--- src/rtl/array_prod_mac.sv ---
// Sequential fixed-point dot product: one signed MAC per clock over N packed elements,
// then the accumulator is rescaled by QM, saturated to BW bits and held with dataReady.
module array_prod_mac #(
  parameter int N  = 8,
  parameter int QN = 6,
  parameter int QM = 11
) (
  input  logic                   clock,
  input  logic                   reset,
  input  logic [N*(QN+QM+1)-1:0] inputA,
  input  logic [N*(QN+QM+1)-1:0] inputB,
  output logic                   dataReady,
  output logic [QN+QM:0]         outputVal
);

  localparam int BW = QN + QM + 1;
  localparam int IW = $clog2(N + 1);
  localparam int AW = 2 * BW + IW;

  // Rails expressed at accumulator width so the clamp compares like with like
  localparam logic signed [AW-1:0] SAT_MAX = {{(AW-BW+1){1'b0}}, {(BW-1){1'b1}}};
  localparam logic signed [AW-1:0] SAT_MIN = {{(AW-BW+1){1'b1}}, {(BW-1){1'b0}}};

  typedef enum logic {
    ACCUM = 1'b0,
    DONE  = 1'b1
  } state_t;

  state_t                 state;
  state_t                 next_state;
  logic [IW-1:0]          idx;
  logic signed [AW-1:0]   acc;
  logic signed [BW-1:0]   a_sel;
  logic signed [BW-1:0]   b_sel;
  logic signed [2*BW-1:0] product;
  logic signed [AW-1:0]   shifted;
  logic [BW-1:0]          sat_val;
  logic                   do_mac;
  logic                   do_finish;

  always_comb begin
    next_state = state;
    a_sel      = '0;
    b_sel      = '0;
    do_mac     = 1'b0;
    do_finish  = 1'b0;
    for (int i = 0; i < N; i++) begin
      if (idx == IW'(i)) begin
        a_sel = inputA[i*BW +: BW];
        b_sel = inputB[i*BW +: BW];
      end
    end
    case (state)
      ACCUM: begin
        if (idx == IW'(N)) begin
          do_finish  = 1'b1;
          next_state = DONE;
        end else begin
          do_mac = 1'b1;
        end
      end
      DONE:    next_state = DONE;
      default: next_state = ACCUM;
    endcase
  end

  // Arithmetic shift floors toward -inf; no rounding is applied
  always_comb begin
    product = a_sel * b_sel;
    shifted = acc >>> QM;
    if (shifted > SAT_MAX) begin
      sat_val = SAT_MAX[BW-1:0];
    end else if (shifted < SAT_MIN) begin
      sat_val = SAT_MIN[BW-1:0];
    end else begin
      sat_val = shifted[BW-1:0];
    end
  end

  always_ff @(posedge clock or negedge reset) begin
    if (!reset) begin
      state <= ACCUM;
    end else begin
      state <= next_state;
    end
  end

  always_ff @(posedge clock or negedge reset) begin
    if (!reset) begin
      idx       <= '0;
      acc       <= '0;
      dataReady <= 1'b0;
      outputVal <= '0;
    end else if (do_mac) begin
      acc <= acc + {{(AW-2*BW){product[2*BW-1]}}, product};
      idx <= idx + 1'b1;
    end else if (do_finish) begin
      outputVal <= sat_val;
      dataReady <= 1'b1;
    end
  end

endmodule

--- config.mk ---
export PLATFORM = sky130hd
export DESIGN_NAME = array_prod_mac
export DESIGN_NICKNAME = d
export VERILOG_FILES = /design/src/rtl/array_prod_mac.sv
export SDC_FILE = /design/constraint.sdc
export NUM_CORES = 1
export LEC_CHECK = 0
export ABC_AREA = 0
export CAP_MARGIN = 10
export CORE_MARGIN = 1
export CORE_UTILIZATION = 57
export CTS_BUF_LIST = sky130_fd_sc_hd__clkbuf_8 sky130_fd_sc_hd__clkbuf_16
export DETAILED_ROUTE_END_ITERATION = 8
export HOLD_SLACK_MARGIN = 0.03
export PLACE_DENSITY = 0.92
export SYNTH_ARGS = -nofsm -noshare
export SYNTH_HDL_FRONTEND = slang
export SYNTH_SLANG_ARGS = --single-unit
--- constraint.sdc ---
create_clock -name clock -period 12.2 [get_ports clock]
set_clock_uncertainty 0.05 [all_clocks]
set_input_delay 1.83 -clock clock [delete_from_list [all_inputs] [get_ports clock]]
set_output_delay 1.83 -clock clock [all_outputs]
set_load 0.005 [all_outputs]
==> results of run 1 <==
[worst paths after layout]
| kind | start | endpoint | slack, ns | depth (start not counted) |
|---|---|---|---|---|
| worst max register to register | idx[2] | acc[39] | 0.69 | 40 |
| worst min register to register | dataReady | dataReady | 0.43 | 1 |
| min in group asynchronous | reset | outputVal[1] | 1.63 | 2 |
| worst max-delay path | inputB[21] | acc[39] | 0.46 | 42 |
| worst min-delay path | dataReady | dataReady | 0.43 | 1 |
| max in group asynchronous | reset | acc[36] | 9.95 | 2 |
[synthesized netlist by cell type, drive strengths merged, types with 2 or more instances]
library cell,instances
a31oi,8
and3,12
a31o,2
o21a,13
o21bai,8
o211ai,43
mux2i,9
or3,5
nor3b,4
nand3,19
o41ai,2
fa,330
nand4,7
o31ai,4
a21o,61
buf,18
and4,4
dfrtp,64
nor3,9
a21boi,3
ha,138
nor4,3
or2,18
or4,6
o21ai,149
nor2,295
nor2b,12
xnor2,50
and2,17
nand3b,3
xor2,21
a21oi,125
a22oi,70
clkbuf,85
inv,377
nand2,230
a211oi,9
nand2b,25
a211o,3
[report_power, final]
part	switching [W]	internal, W
Combinational	0.000267	0.000276
Sequential	0.0000943	0.000309
Clock	0.0000979	0.000198
[per-layer routing]
| metal | routed length [um] | up-vias |
|---|---|---|
| li1 | - | 7865 |
| met1 | 22560 | 8611 |
| met2 | 29100 | 1215 |
| met3 | 7303 | 304 |
| met4 | 4649 | 2 |
| met5 | 11 | - |
[cells in the final DEF (no fill, tap or decap), types with 43 or more instances in the layout]
cell | netlist | routed
xnor2_1 | 50 | 50
a21oi_1 | 121 | 119
o21ai_0 | 148 | 143
a22oi_1 | 70 | 69
a21o_1 | 61 | 61
fa_1 | 330 | 330
nor2_1 | 295 | 295
o211ai_1 | 43 | 43
nand2_1 | 230 | 228
clkdlybuf4s50_1 | 0 | 307
ha_1 | 138 | 138
dfrtp_1 | 64 | 64
inv_1 | 377 | 378
buf_4 | 0 | 56
[cell families after synthesis]
logic type / synth area share, %
compound gates: 17.29
xor+xnor: 3.344
fa+ha+maj: 44.82
buf+inv: 9.771
flops: 8.613
mux: 0.5451
simple gates: 15.62
[worst register-to-register path: cells and delay by family, from the launching register on]
family                     cells  cell delay [ns]
xor gates and xnor gates       2             0.30
adders and majority gates      8             3.49
and+or+nand+nor                9             2.65
buffers and inverters          4             0.21
AOI/OAI and AO/OA             17             4.10
DFF                            1             0.63
[registers in the layout (all words and copies together), names as in the netlist]
register,flops
acc,40
outputVal,18
dataReady,1
state,1
idx,4
[stage by stage]
stage / total power [W] / instances / setup TNS (ns)
floorplan: 0.0006640 / 2277 / 0
global placement: 0.0009058 / 2973 / 0
detailed placement: 0.0009232 / 2973 / 0
CTS: 0.001232 / 2989 / 0
global route: 0.001322 / 2997 / -0.1240
finish: 0.001242 / 3000 / 0
[what timing repair did]
action | in CTS | in global routing
endpoints found under the hold margin | 0 | 0
setup endpoints to repair | 0 | 7
resized for setup | 0 | 14
buffers inserted | 0 | 4
[final cells by class]
type	instances	share of cell area (%)
inverter	377	6.221
sequential	64	7.040
tap	435	2.393
clock buffer	9	0.9900
antenna	6	0.06600
timing repair buffer	369	15.73
multi-input combinational	1733	67.08
clock inverter	7	0.4895
==> metrics.md, run 1 <==
| Metric | Value |
|---|---|
| Status | `complete, no violations` |
| Multi-input gate area | `15,260 um2` |
| Root buf cell | `clkbuf_16` |
| Final Cell Area | `22,750 um2` |
| Yosys Warn Count | `0` |
| Placed wire-length estimate | `52.44 mm` |
| Port bufs | `308` |
| Filler Cell Count | `2,285` |
| Largest net degree at the start of global routing | `85` |
| Met2 GRT Util | `60.82%` |
| Worst Hold Class | `reg -> reg` |
| Seq/Total Area, Yosys | `8.613%` |
| Critical path's slowest cell | `a21o_1` |
| Area post-placement | `22,300 um2` |
| Hold Worst Slack | `0.4291 ns` |
| Cells after synthesis | `2,277` |
| CP startpoint kind | `primary input` |
| Number of synthesized register bits | `64` |
| Final period util | `96.20%` |
| Final hold viol count | `0` |
| Buf+Inv Stages, Crit Path | `6` |
| Mapped Area | `18,590 um2` |
| Initial Util | `58.47%` |
| TritonCTS buffer count | `9` |
| Endpoints failing setup | `0` |
| Die extent in x | `182.6 um` |
| Largest area contributor in the netlist | `fa_1` |
| Syn_area_per_cell | `8.166 um2` |
| M1 GR Usage | `46.11%` |
| Worst skew pair latency | `0.34 ns` |
| Worst Path Max Fanout | `10` |
| Critical path arrival | `11.95 ns` |
| Syn Nets | `3,035` |
| WS Path Type | `in -> reg` |
| Final Util | `71.54%` |
| DR WL/cell | `21.21 um` |
| CP Capture Type | `flop` |
| Overflow after GRT | `0` |
| Iteration count of the initial detailed-routing pass | `6` |
| Number of antenna violations at the first check in global routing | `6` |
| Maximum VDD drop | `0.1370 mV` |
| Number of synthesized flops with an enable pin | `0` |
| Clock transition at the registers of the reported paths | `0.06 ns` |
| Clock Path Buffers | `2` |
| P_leak | `11.12 nW` |
| Top delay family on crit path | `compound AO/OA/AOI/OAI gates` |
| Io pins | `309` |
| Synth unique cells | `63` |
| Tightest Pin Transition | `0.9156 ns` |
| GRT busiest layer | `met2` |
| Place WS | `0.3595 ns` |
| Die height | `182.6 um` |
| Layout cell share with drive strength beyond 1 | `4.767%` |
| FF+latch area | `1602 um2` |
| Total die area | `33,350 um2` |
| Final max-slew violation count | `0` |
| Final Critical Period | `11.74 ns` |
| Prevailing post-synth register cell | `dfrtp_1` |
| Crit-path max cell delay | `0.56 ns` |
| Area growth syn-to-layout | `22.34%` |
| Vias in the first global route | `18,490` |
| GP Congestion | `1.001` |
| DR vias/cell | `5.999` |
| Routed vias | `18,000` |
| M3 GR Usage | `11.26%` |
| Final WS setup | `0.4633 ns` |
| FFs w/ async S/R, synth | `100.0%` |
| DRC violation total after the first TritonRoute iteration | `1,935` |
| Synth top area cells | `fa_1 36%, ha_1 9.3%, dfrtp_1 8.6%, inv_1 7.6%, nor2_1 6.0%` |
| Power density over cell area | `54.60 nW/um2` |
| DRC Markers | `0` |
| Fmax | `85.20 MHz` |
| Slew margin rel. | `37.75%` |
| Area share of the largest cell type after synthesis | `35.53%` |
| Max-cap viol count | `0` |
| Routed WL | `63.62 mm` |
| First-pass GRT wire length | `98.98 mm` |
| Number of cell rows | `65` |
| Core ar. | `31,800 um2` |
| ANT nets after route | `0` |
| Tot GR Track Use | `38.71%` |
| Clk sinks | `64` |
| CP Data Required Time | `12.41 ns` |
| CTS Hold Bufs | `0` |
| Final #Nets | `3,312` |
| H-tree Lvls | `3` |
| CTS tree | `yes` |
Power figures use the tool's default switching activity.
==> inputs of run 2 (changes only) <==
--- a/config.mk
+++ b/config.mk
@@ -8,11 +8,11 @@
 export ABC_AREA = 0
 export CAP_MARGIN = 10
 export CORE_MARGIN = 1
-export CORE_UTILIZATION = 57
+export CORE_UTILIZATION = 35
 export CTS_BUF_LIST = sky130_fd_sc_hd__clkbuf_8 sky130_fd_sc_hd__clkbuf_16
 export DETAILED_ROUTE_END_ITERATION = 8
 export HOLD_SLACK_MARGIN = 0.03
-export PLACE_DENSITY = 0.92
+export PLACE_DENSITY = 0.63
 export SYNTH_ARGS = -nofsm -noshare
 export SYNTH_HDL_FRONTEND = slang
 export SYNTH_SLANG_ARGS = --single-unit
==> run 2 against run 1 <==
  * Core utilization shrank 27 points
  * Global-route usage shrank 15 points
  * Clock power grew 6%
  * Sequential cell count is the same
  * Register-to-register slack gained 0.26 ns
  * Setup slack gained 0.17 ns
  * Sequential share of layout area shrank 0.12 points
  * Routed wire length shrank 0.59%
  * Die area grew 62%
  * Via count shrank 6.6%
  * Count of clock-buffer cells in the layout grew 1
  * First-iteration DRC count shrank 43%
  * Critical path type unchanged
  * Critical endpoint unchanged
==> metrics.md, run 2 (synthesized netlist as in run 1, its figures left out) <==
| Metric | Value |
|---|---|
| Die height | `232.5 um` |
| FF+latch area | `1602 um2` |
| WS Path Type | `in -> reg` |
| Number of antenna violations at the first check in global routing | `3` |
| Filler Cell Count | `5,169` |
| Critical path's slowest cell | `fa_1` |
| Clock Path Buffers | `2` |
| Slew margin rel. | `37.89%` |
| P_leak | `11.18 nW` |
| Biggest register | `acc` |
| Status | `complete, no violations` |
| Clk sinks | `64` |
| Layout cell share with drive strength beyond 1 | `5.019%` |
| CTS tree | `yes` |
| DR WL/cell | `19.40 um` |
| Maximum VDD drop | `0.07662 mV` |
| Max-cap viol count | `0` |
| Fmax | `86.46 MHz` |
| Area post-placement | `22,740 um2` |
| Die extent in x | `232.5 um` |
| Multi-input gate area | `15,240 um2` |
| RSZ-0062 raised after global routing | `no` |
| Combinational power share | `42.7%` |
| Crit-path max cell delay | `0.65 ns` |
| Placed wire-length estimate | `53.22 mm` |
| First-pass GRT wire length | `100.7 mm` |
| Clock transition at the registers of the reported paths | `0.06 ns` |
| Final #Nets | `3,323` |
| Final Critical Period | `11.57 ns` |
| Tot GR Track Use | `24.05%` |
| CP Capture Type | `flop` |
| Worst Path Max Fanout | `11` |
| DR vias/cell | `5.157` |
| Top delay family on crit path | `adder cells` |
| H-tree Lvls | `3` |
| Number of cell rows | `84` |
| Finished Layout Cells | `3,261` |
| Final max-slew violation count | `0` |
| Seq pwr share | `32.2%` |
| Largest net degree at the start of global routing | `85` |
| Internal power | `0.0007904 W` |
| Crit path top cell by count | `fa_1` |
| Largest register FFs | `40` |
| Place WS | `-0.1448 ns` |
| CP startpoint kind | `primary input` |
| Critical path arrival | `11.74 ns` |
| Power density over cell area | `54.15 nW/um2` |
| Pwr Total | `0.001253 W` |
| Routed vias | `16,820` |
| Endpoints failing setup | `0` |
| TritonCTS buffer count | `9` |
| Root buf cell | `clkbuf_16` |
| GP Congestion | `0.9097` |
| CP Data Required Time | `12.37 ns` |
| Most frequent cells in the layout | `376 x inv_1, 330 x fa_1, 307 x clkdlybuf4s50_1` |
| Routed WL | `63.25 mm` |
| Buf+Inv Stages, Crit Path | `7` |
| Final WS setup | `0.6333 ns` |
| Overflow after GRT | `0` |
| Io pins | `309` |
| Worst skew pair latency | `0.34 ns` |
| Sw frac | `36.94%` |
| Final period util | `94.81%` |
| Biggest regs | `acc (40), outputVal (18), idx (4)` |
| ANT nets after route | `0` |
| Iteration count of the initial detailed-routing pass | `7` |
| DRC Markers | `0` |
| DRC violation total after the first TritonRoute iteration | `1,101` |
| Final Cell Area | `23,140 um2` |
| Core ar. | `52,550 um2` |
| Vias in the first global route | `17,890` |
| Total die area | `54,050 um2` |
| Final Util | `44.04%` |
| Worst Hold Class | `reg -> reg` |
| Port bufs | `308` |
| Commonest non-fill, non-tap cell in the layout | `inv_1` |
| Initial Util | `35.38%` |
| Tightest Pin Transition | `0.9317 ns` |
| Area growth syn-to-layout | `24.47%` |
| Clock power frac | `25.1%` |
| Final hold viol count | `0` |
| Switch Pwr | `0.0004630 W` |
| Placed Instances | `3,240` |
-- run 2: through the flow --
step	hold WS (ns)	TNS, ns
4_1_cts	0.4323	0
5_1_grt	0.4451	0
3_5_place_dp	0.4040	-0.1448
6_report	0.4334	0
3_3_place_gp	0.4092	-0.01942
2_1_floorplan	0.4023	0
-- run 2: layout make-up --
| cell class | count | area share, % |
|---|---|---|
| Clock inverter | 6 | 0.4973 |
| Multi-Input combinational cell | 1733 | 65.83 |
| Inverter | 377 | 6.114 |
| Tap cell | 688 | 3.719 |
| Antenna cell | 3 | 0.03244 |
| Sequential cell | 64 | 6.920 |
| Clock buffer | 10 | 1.033 |
| Timing Repair Buffer | 380 | 15.85 |
-- run 2: power by group through the flow --
stage,clock network (W),registers (W),logic [W]
floorplan,0,0.000374,0.000290
detailed placement,0,0.000405,0.000529
global route,0.000332,0.000420,0.000592
CTS,0.000323,0.000404,0.000534
finish,0.000314,0.000404,0.000535
global placement,0,0.000407,0.000522
-- run 2: what timing repair did --
item	CTS	global route
resized for setup	0	8
setup buffers	0	2
hold endpoints to repair	0	0
endpoints found under the setup margin	0	9
hold buffers	0	0
-- run 2: path summary, 6_finish.rpt --
kind / startpoint / to / slack (ns) / cells after the start
worst max-delay path: inputB[22] / acc[39] / 0.63 / 41
worst min-delay path: dataReady / dataReady / 0.43 / 1
worst max register to register: idx[1] / acc[39] / 0.95 / 44
worst min register to register: dataReady / dataReady / 0.43 / 1
max in group asynchronous: reset / acc[3] / 9.83 / 2
min in group asynchronous: reset / acc[37] / 1.64 / 2
-- run 2: metal layers --
layer | share of wire (%) | GRT usage, %
met1 | 40 | 29.29
met5 | 0 | 0
met4 | 6.3 | 13.83
met2 | 46 | 39.34
met3 | 7.9 | 5.012
